<file path="src/rtl/ireq_hello_packer.sv">
// Packs a user write stream into SRIO HELLO-format ireq packets: one header beat
// built from the latched first-beat fields, then a length-exact payload pass-through.
module ireq_hello_packer #(
  parameter logic [15:0] SRC_ID  = 16'h00F0,
  parameter logic [15:0] DEST_ID = 16'h00FF,
  parameter logic [1:0]  PRIO    = 2'b01,
  parameter logic        CRF     = 1'b0
) (
  input  logic        log_clk,
  input  logic        log_rst,
  input  logic [33:0] user_addr_in,
  input  logic [3:0]  user_ftype_in,
  input  logic [3:0]  user_ttype_in,
  input  logic [11:0] user_tsize_in,
  input  logic [63:0] user_tdata_in,
  input  logic        user_tvalid_in,
  input  logic        user_tlast_in,
  output logic        user_tready_o,
  output logic        nwr_ready_o,
  output logic        nwr_busy_o,
  output logic [63:0] ireq_tdata_o,
  output logic        ireq_tvalid_o,
  output logic        ireq_tlast_o,
  output logic [7:0]  ireq_tkeep_o,
  output logic [31:0] ireq_tuser_o,
  input  logic        ireq_tready_in,
  output logic        len_err_o,
  output logic        size_err_o,
  output logic        type_err_o,
  output logic [1:0]  dbg_state_o
);

  // Handshakes: a beat transfers on a rising edge where valid and ready are both
  // high; valid never waits on ready, and a presented header holds until taken.
  typedef enum logic [1:0] {S_IDLE, S_HDR, S_DATA, S_DROP} state_t;

  state_t      state_q, state_d;
  logic [33:0] addr_q;
  logic [3:0]  ftype_q;
  logic [3:0]  ttype_q;
  logic [7:0]  tsize_q;
  logic [7:0]  tid_q;
  logic [4:0]  beat_cnt_q;
  logic        size_bad;
  logic        type_bad;
  logic        last_beat;
  logic        data_hs;
  logic [63:0] hdr;

  assign size_bad  = (user_tsize_in[11:8] != 4'd0);
  assign type_bad  = (user_ftype_in != 4'd5) && (user_ftype_in != 4'd6);
  // Beat count is tsize[7:3]+1, so the final beat index equals tsize[7:3].
  assign last_beat = (beat_cnt_q == tsize_q[7:3]);
  assign data_hs   = user_tvalid_in && ireq_tready_in;
  assign hdr       = {tid_q, ftype_q, ttype_q, 1'b0, PRIO, CRF, tsize_q, 2'b00, addr_q};

  assign ireq_tkeep_o = 8'hFF;
  assign ireq_tuser_o = {SRC_ID, DEST_ID};
  assign nwr_ready_o  = (state_q == S_IDLE);
  assign nwr_busy_o   = (state_q != S_IDLE);
  assign dbg_state_o  = state_q;

  always_ff @(posedge log_clk or posedge log_rst) begin
    if (log_rst) state_q <= S_IDLE;
    else         state_q <= state_d;
  end

  always_comb begin
    state_d       = state_q;
    user_tready_o = 1'b0;
    ireq_tvalid_o = 1'b0;
    ireq_tlast_o  = 1'b0;
    ireq_tdata_o  = hdr;
    case (state_q)
      S_IDLE: begin
        if (user_tvalid_in) begin
          if (size_bad || type_bad) state_d = S_DROP;
          else                      state_d = S_HDR;
        end
      end
      S_HDR: begin
        ireq_tvalid_o = 1'b1;
        if (ireq_tready_in) state_d = S_DATA;
      end
      S_DATA: begin
        ireq_tdata_o  = user_tdata_in;
        ireq_tvalid_o = user_tvalid_in;
        ireq_tlast_o  = last_beat;
        user_tready_o = ireq_tready_in;
        if (data_hs && last_beat) state_d = S_IDLE;
      end
      S_DROP: begin
        user_tready_o = 1'b1;
        if (user_tvalid_in && user_tlast_in) state_d = S_IDLE;
      end
      default: state_d = S_IDLE;
    endcase
  end

  always_ff @(posedge log_clk or posedge log_rst) begin
    if (log_rst) begin
      addr_q     <= '0;
      ftype_q    <= '0;
      ttype_q    <= '0;
      tsize_q    <= '0;
      tid_q      <= '0;
      beat_cnt_q <= '0;
      len_err_o  <= 1'b0;
      size_err_o <= 1'b0;
      type_err_o <= 1'b0;
    end else begin
      case (state_q)
        S_IDLE: begin
          if (user_tvalid_in) begin
            addr_q  <= user_addr_in;
            ftype_q <= user_ftype_in;
            ttype_q <= user_ttype_in;
            tsize_q <= user_tsize_in[7:0];
            if (size_bad)      size_err_o <= 1'b1;
            else if (type_bad) type_err_o <= 1'b1;
          end
        end
        S_HDR: begin
          if (ireq_tready_in) beat_cnt_q <= '0;
        end
        S_DATA: begin
          if (data_hs) begin
            // Upstream tlast must coincide exactly with the header-declared last beat.
            if (last_beat != user_tlast_in) len_err_o <= 1'b1;
            if (last_beat) tid_q <= tid_q + 8'd1;
            else           beat_cnt_q <= beat_cnt_q + 5'd1;
          end
        end
        default: ;
      endcase
    end
  end

endmodule
</file>
<file path="config.mk">
export PLATFORM = sky130hd
export DESIGN_NAME = ireq_hello_packer
export DESIGN_NICKNAME = d
export VERILOG_FILES = /design/src/rtl/ireq_hello_packer.sv
export SDC_FILE = /design/constraint.sdc
export NUM_CORES = 1
export LEC_CHECK = 0
export BUFFER_PORTS_ARGS = -buffer_cell sky130_fd_sc_hd__buf_2
export CAP_MARGIN = 10
export CORE_MARGIN = 2
export CORE_UTILIZATION = 47
export DETAILED_ROUTE_END_ITERATION = 8
export PLACE_DENSITY_LB_ADDON = 0.15
export SLEW_MARGIN = 20
export SYNTH_ARGS = -nofsm -noshare
export SYNTH_HDL_FRONTEND = slang
export SYNTH_SLANG_ARGS = --single-unit
</file>
<file path="constraint.sdc">
create_clock -name log_clk -period 6 [get_ports log_clk]
set_clock_uncertainty 0.05 [all_clocks]
set_input_delay 1.2 -clock log_clk [delete_from_list [all_inputs] [get_ports log_clk]]
set_output_delay 1.2 -clock log_clk [all_outputs]
set_load 0.05 [all_outputs]
</file>
==> flow_metrics.py <==
metrics = {
    "pwr": {
        "ir_drop_mv": 0.466,
        "switching_power_mw": 1.83,
        "power_frac_seq_pct": 23.9,
        "p_clk_share_pct": 9.4,
        "powerDensity_mw_per_mm2": 666,
        "power_frac_comb_pct": 66.7,
        "swShare_pct": 54.3,
        "p_int_mw": 1.54,
        "p_leak_nw": 2.55,
    },
    "timing": {
        "timing.final.crit_share_pct": 60.6,
        "max_freq_ghz": 0.275,
        "hold_viol": 0,
        "relSlewSlack_pct": 38.6,
        "tns_ps": 0,
        "fin_crit_ps": 3640,
        "tightest_slew_ps": 920,
        "drv_slew": 0,
        "rsz0062_at_grt": "no",
        "finalSetupViolCount": 0,
        "timing.final.ws_setup_ps": 2360,
    },
    "cts": {
        "numCtsBuffers": 9,
        "cts_tree": "done",
        "postCtsHoldBufs": 0,
        "ctsLongestPathBuffers": 2,
        "root_buffer": "clkbuf_8",
        "cts.clk_slew.worst_paths_ps": 70,
        "post_cts_buffers": 0,
        "clock_sinks": 68,
        "htreeDepth": 3,
        "clk_latency_ps": 350,
        "post_cts_resize_count": 0,
    },
    "routing": {
        "drt_first_pass_iters": 4,
        "drt_iter0_drc": 70,
        "wl_per_cell_um": 13.7,
        "vias_per_cell": 4.82,
        "wl_mm": 8.70,
        "ant_nets": 0,
        "drc": 0,
        "num_vias": 3051,
    },
    "critical_path": {
        "crit_path_cell_trace": "inv_1 -> ha_4 -> mux2_2 -> buf_2",
        "worstPathRequired_ps": 4750,
        "worst_setup_path_end_kind": "primary output",
        "start_kind": "flop",
        "critPathSlowestCell": "ha_4",
        "critPathMaxStageDelay_ps": 760,
        "crit_fanout": 78,
        "criticalPathCategory": "reg2out",
        "crit_arrival_ps": 2390,
    },
    "global_routing": {
        "grt_pass1_wl_mm": 13.3,
        "grt.overflow.total": 0,
        "grt_usage_pct": 18.9,
        "grt_pass1_vias": 2854,
        "antenna_found_initial": 0,
        "grt_max_degree": 79,
    },
    "layout": {
        "stdcell_area_mm2": 0.00506,
        "syn2layout_area_growth_pct": 27.3,
        "fin_util_pct": 61.6,
        "drive_above_1_share_pct": 62.9,
        "nets": 653,
        "diodes": 0,
        "fillers": 693,
        "multiInputGateArea_mm2": 0.00205,
        "seqCellArea_mm2": 0.00170,
    },
    "yosys": {
        "synth-edff-count": 0,
        "synth_area_mm2": 0.00398,
        "ys_seq_elements": 68,
        "synthCells": 330,
        "synth_top_family_by_area": "multiplexers",
        "synth-seq-area-share_pct": 42.8,
        "yosys_warnings": 0,
        "synth-simple-area-share_pct": 7.58,
        "yosysUniqueCellTypes": 42,
        "synth-xor-area-share_pct": 3.27,
        "synth_mux_area_share_pct": 31.5,
        "synth-async-reset-ratio_pct": 100,
        "yosys_most_used_dff": "dfrtp_1",
        "avgSynthCellArea_um2": 12.1,
        "synthAdderAreaFrac_pct": 2.20,
        "synth_compound_area_share_pct": 2.77,
    },
    "floorplanning": {
        "start_util_pct": 48.4,
        "die_area_mm2": 0.00922,
        "die_h_um": 96.0,
        "die_w_um": 96.0,
        "fp.coreArea_mm2": 0.00822,
        "num_rows": 33,
        "io_pins": 237,
    },
    "placement": {
        "place_area_mm2": 0.00490,
        "place.gp.congestion": 0.759,
        "port_buffers": 196,
        "post-place-ws_ps": 2720,
        "dp_hpwl_mm": 6.54,
    },
    "run": {
        "max_cap_violations": 0,
    },
    "run_status": {
        "status": "completed",
    },
    "min_path": {
        "hp-class": "reg2reg",
    },
}
-- final timing paths --
path,slack (ps),end,start,depth (start not counted)
worst max-delay path,2360,ireq_tdata_o[48],dbg_state_o[0],4
worst min-delay path,430,len_err_o,len_err_o,1
worst max register to register,3250,tid_q[1],dbg_state_o[0],6
worst min register to register,430,len_err_o,len_err_o,1
max in group asynchronous,4280,len_err_o,log_rst,3
min in group asynchronous,1060,addr_q[33],log_rst,3
-- sequential cells by signal, summed over array words and instances, names as in the netlist --
register and cells:
len_err_o 1, beat_cnt_q 5, ftype_q 4, tid_q 8, size_err_o 1, addr_q 34, ttype_q 4, type_err_o 1
tsize_q 8, dbg_state_o 2
-- critical path, delay by kind of cell (launching register included) --
family | cells | cell delay (ps)
fa+ha+maj | 1 | 760
buf+inv | 2 | 380
mux | 1 | 420
flops | 1 | 430
-- stage by stage --
stage | hold slack, ps | std cells | power [mW]
2_1_floorplan | 392 | 368 | 2.67
3_3_place_gp | 403 | 617 | 3.04
3_5_place_dp | 412 | 617 | 3.07
4_1_cts | 429 | 633 | 3.40
5_1_grt | 442 | 633 | 3.56
6_report | 427 | 633 | 3.37
-- Yosys cell counts, drive strengths merged (2+ instances only) --
master  count  area, µm²
mux2      110       1240
dfrtp      68       1700
buf        51        349
nand2      17       66.3
xnor2      11       96.3
nand3       9       45.0
and2        7       45.1
ha          7       87.6
inv         7       26.3
nor4        5       46.3
a21oi       3       15.0
clkbuf      3       11.3
o21ai       3       15.0
xor2        3       33.8
and4        2       17.5
conb        2       7.51
nand2b      2       12.5
nand4       2       12.5
nor3        2       15.0
o21bai      2       15.0
-- metal layers --
metal  share of wire [%]  GRT usage, %  wire length [µm]
met1                  38          21.8              3340
met4                 1.3          5.95               116
met3                 8.8          7.20               766
met2                  51          32.5              4480
met5                   0             0                 0
-- final cells by class --
class,instances,area share [%]
inverters,7,0.519
multi-input cells,239,40.4
repair buffers,198,19.7
clock buffers,11,2.60
flip-flops and latches,68,33.6
clock inverters,5,0.568
well taps,105,2.60
-- cell usage in the layout (no fill, tap or decap), types with 2 or more instances in the layout --
cell,n
nand2_2,2
and4_1,2
clkinv_2,4
clkbuf_8,9
and2_1,6
dfrtp_1,68
nand3_1,9
xnor2_1,11
clkbuf_1,2
buf_2,196
inv_1,6
o21ai_0,2
nor4_1,4
mux2_2,109
o21bai_1,2
nand4_1,2
conb_1,40
a21oi_1,3
nand2_1,15
buf_4,2
xor2_1,2
ha_1,6
nand2b_1,2
-- kinds of logic after synthesis --
logic type / after synthesis
XOR/XNOR: 14
other: 2
adder cells (fa/ha/maj): 7
buffers and inverters: 61
flip-flops: 68
AND/OR/NAND/NOR: 52
multiplexers: 111
AO/OA/AOI/OAI: 15
-- power by group through the flow --
| stage | Sequential (mW) | Clock [mW] | Combinational (mW) |
|---|---|---|---|
| floorplan | 0.801 | 0 | 1.87 |
| global placement | 0.807 | 0 | 2.24 |
| detailed placement | 0.813 | 0 | 2.26 |
| CTS | 0.807 | 0.328 | 2.27 |
| global route | 0.833 | 0.347 | 2.38 |
| finish | 0.805 | 0.316 | 2.25 |
(Power assumes the default switching activity.)
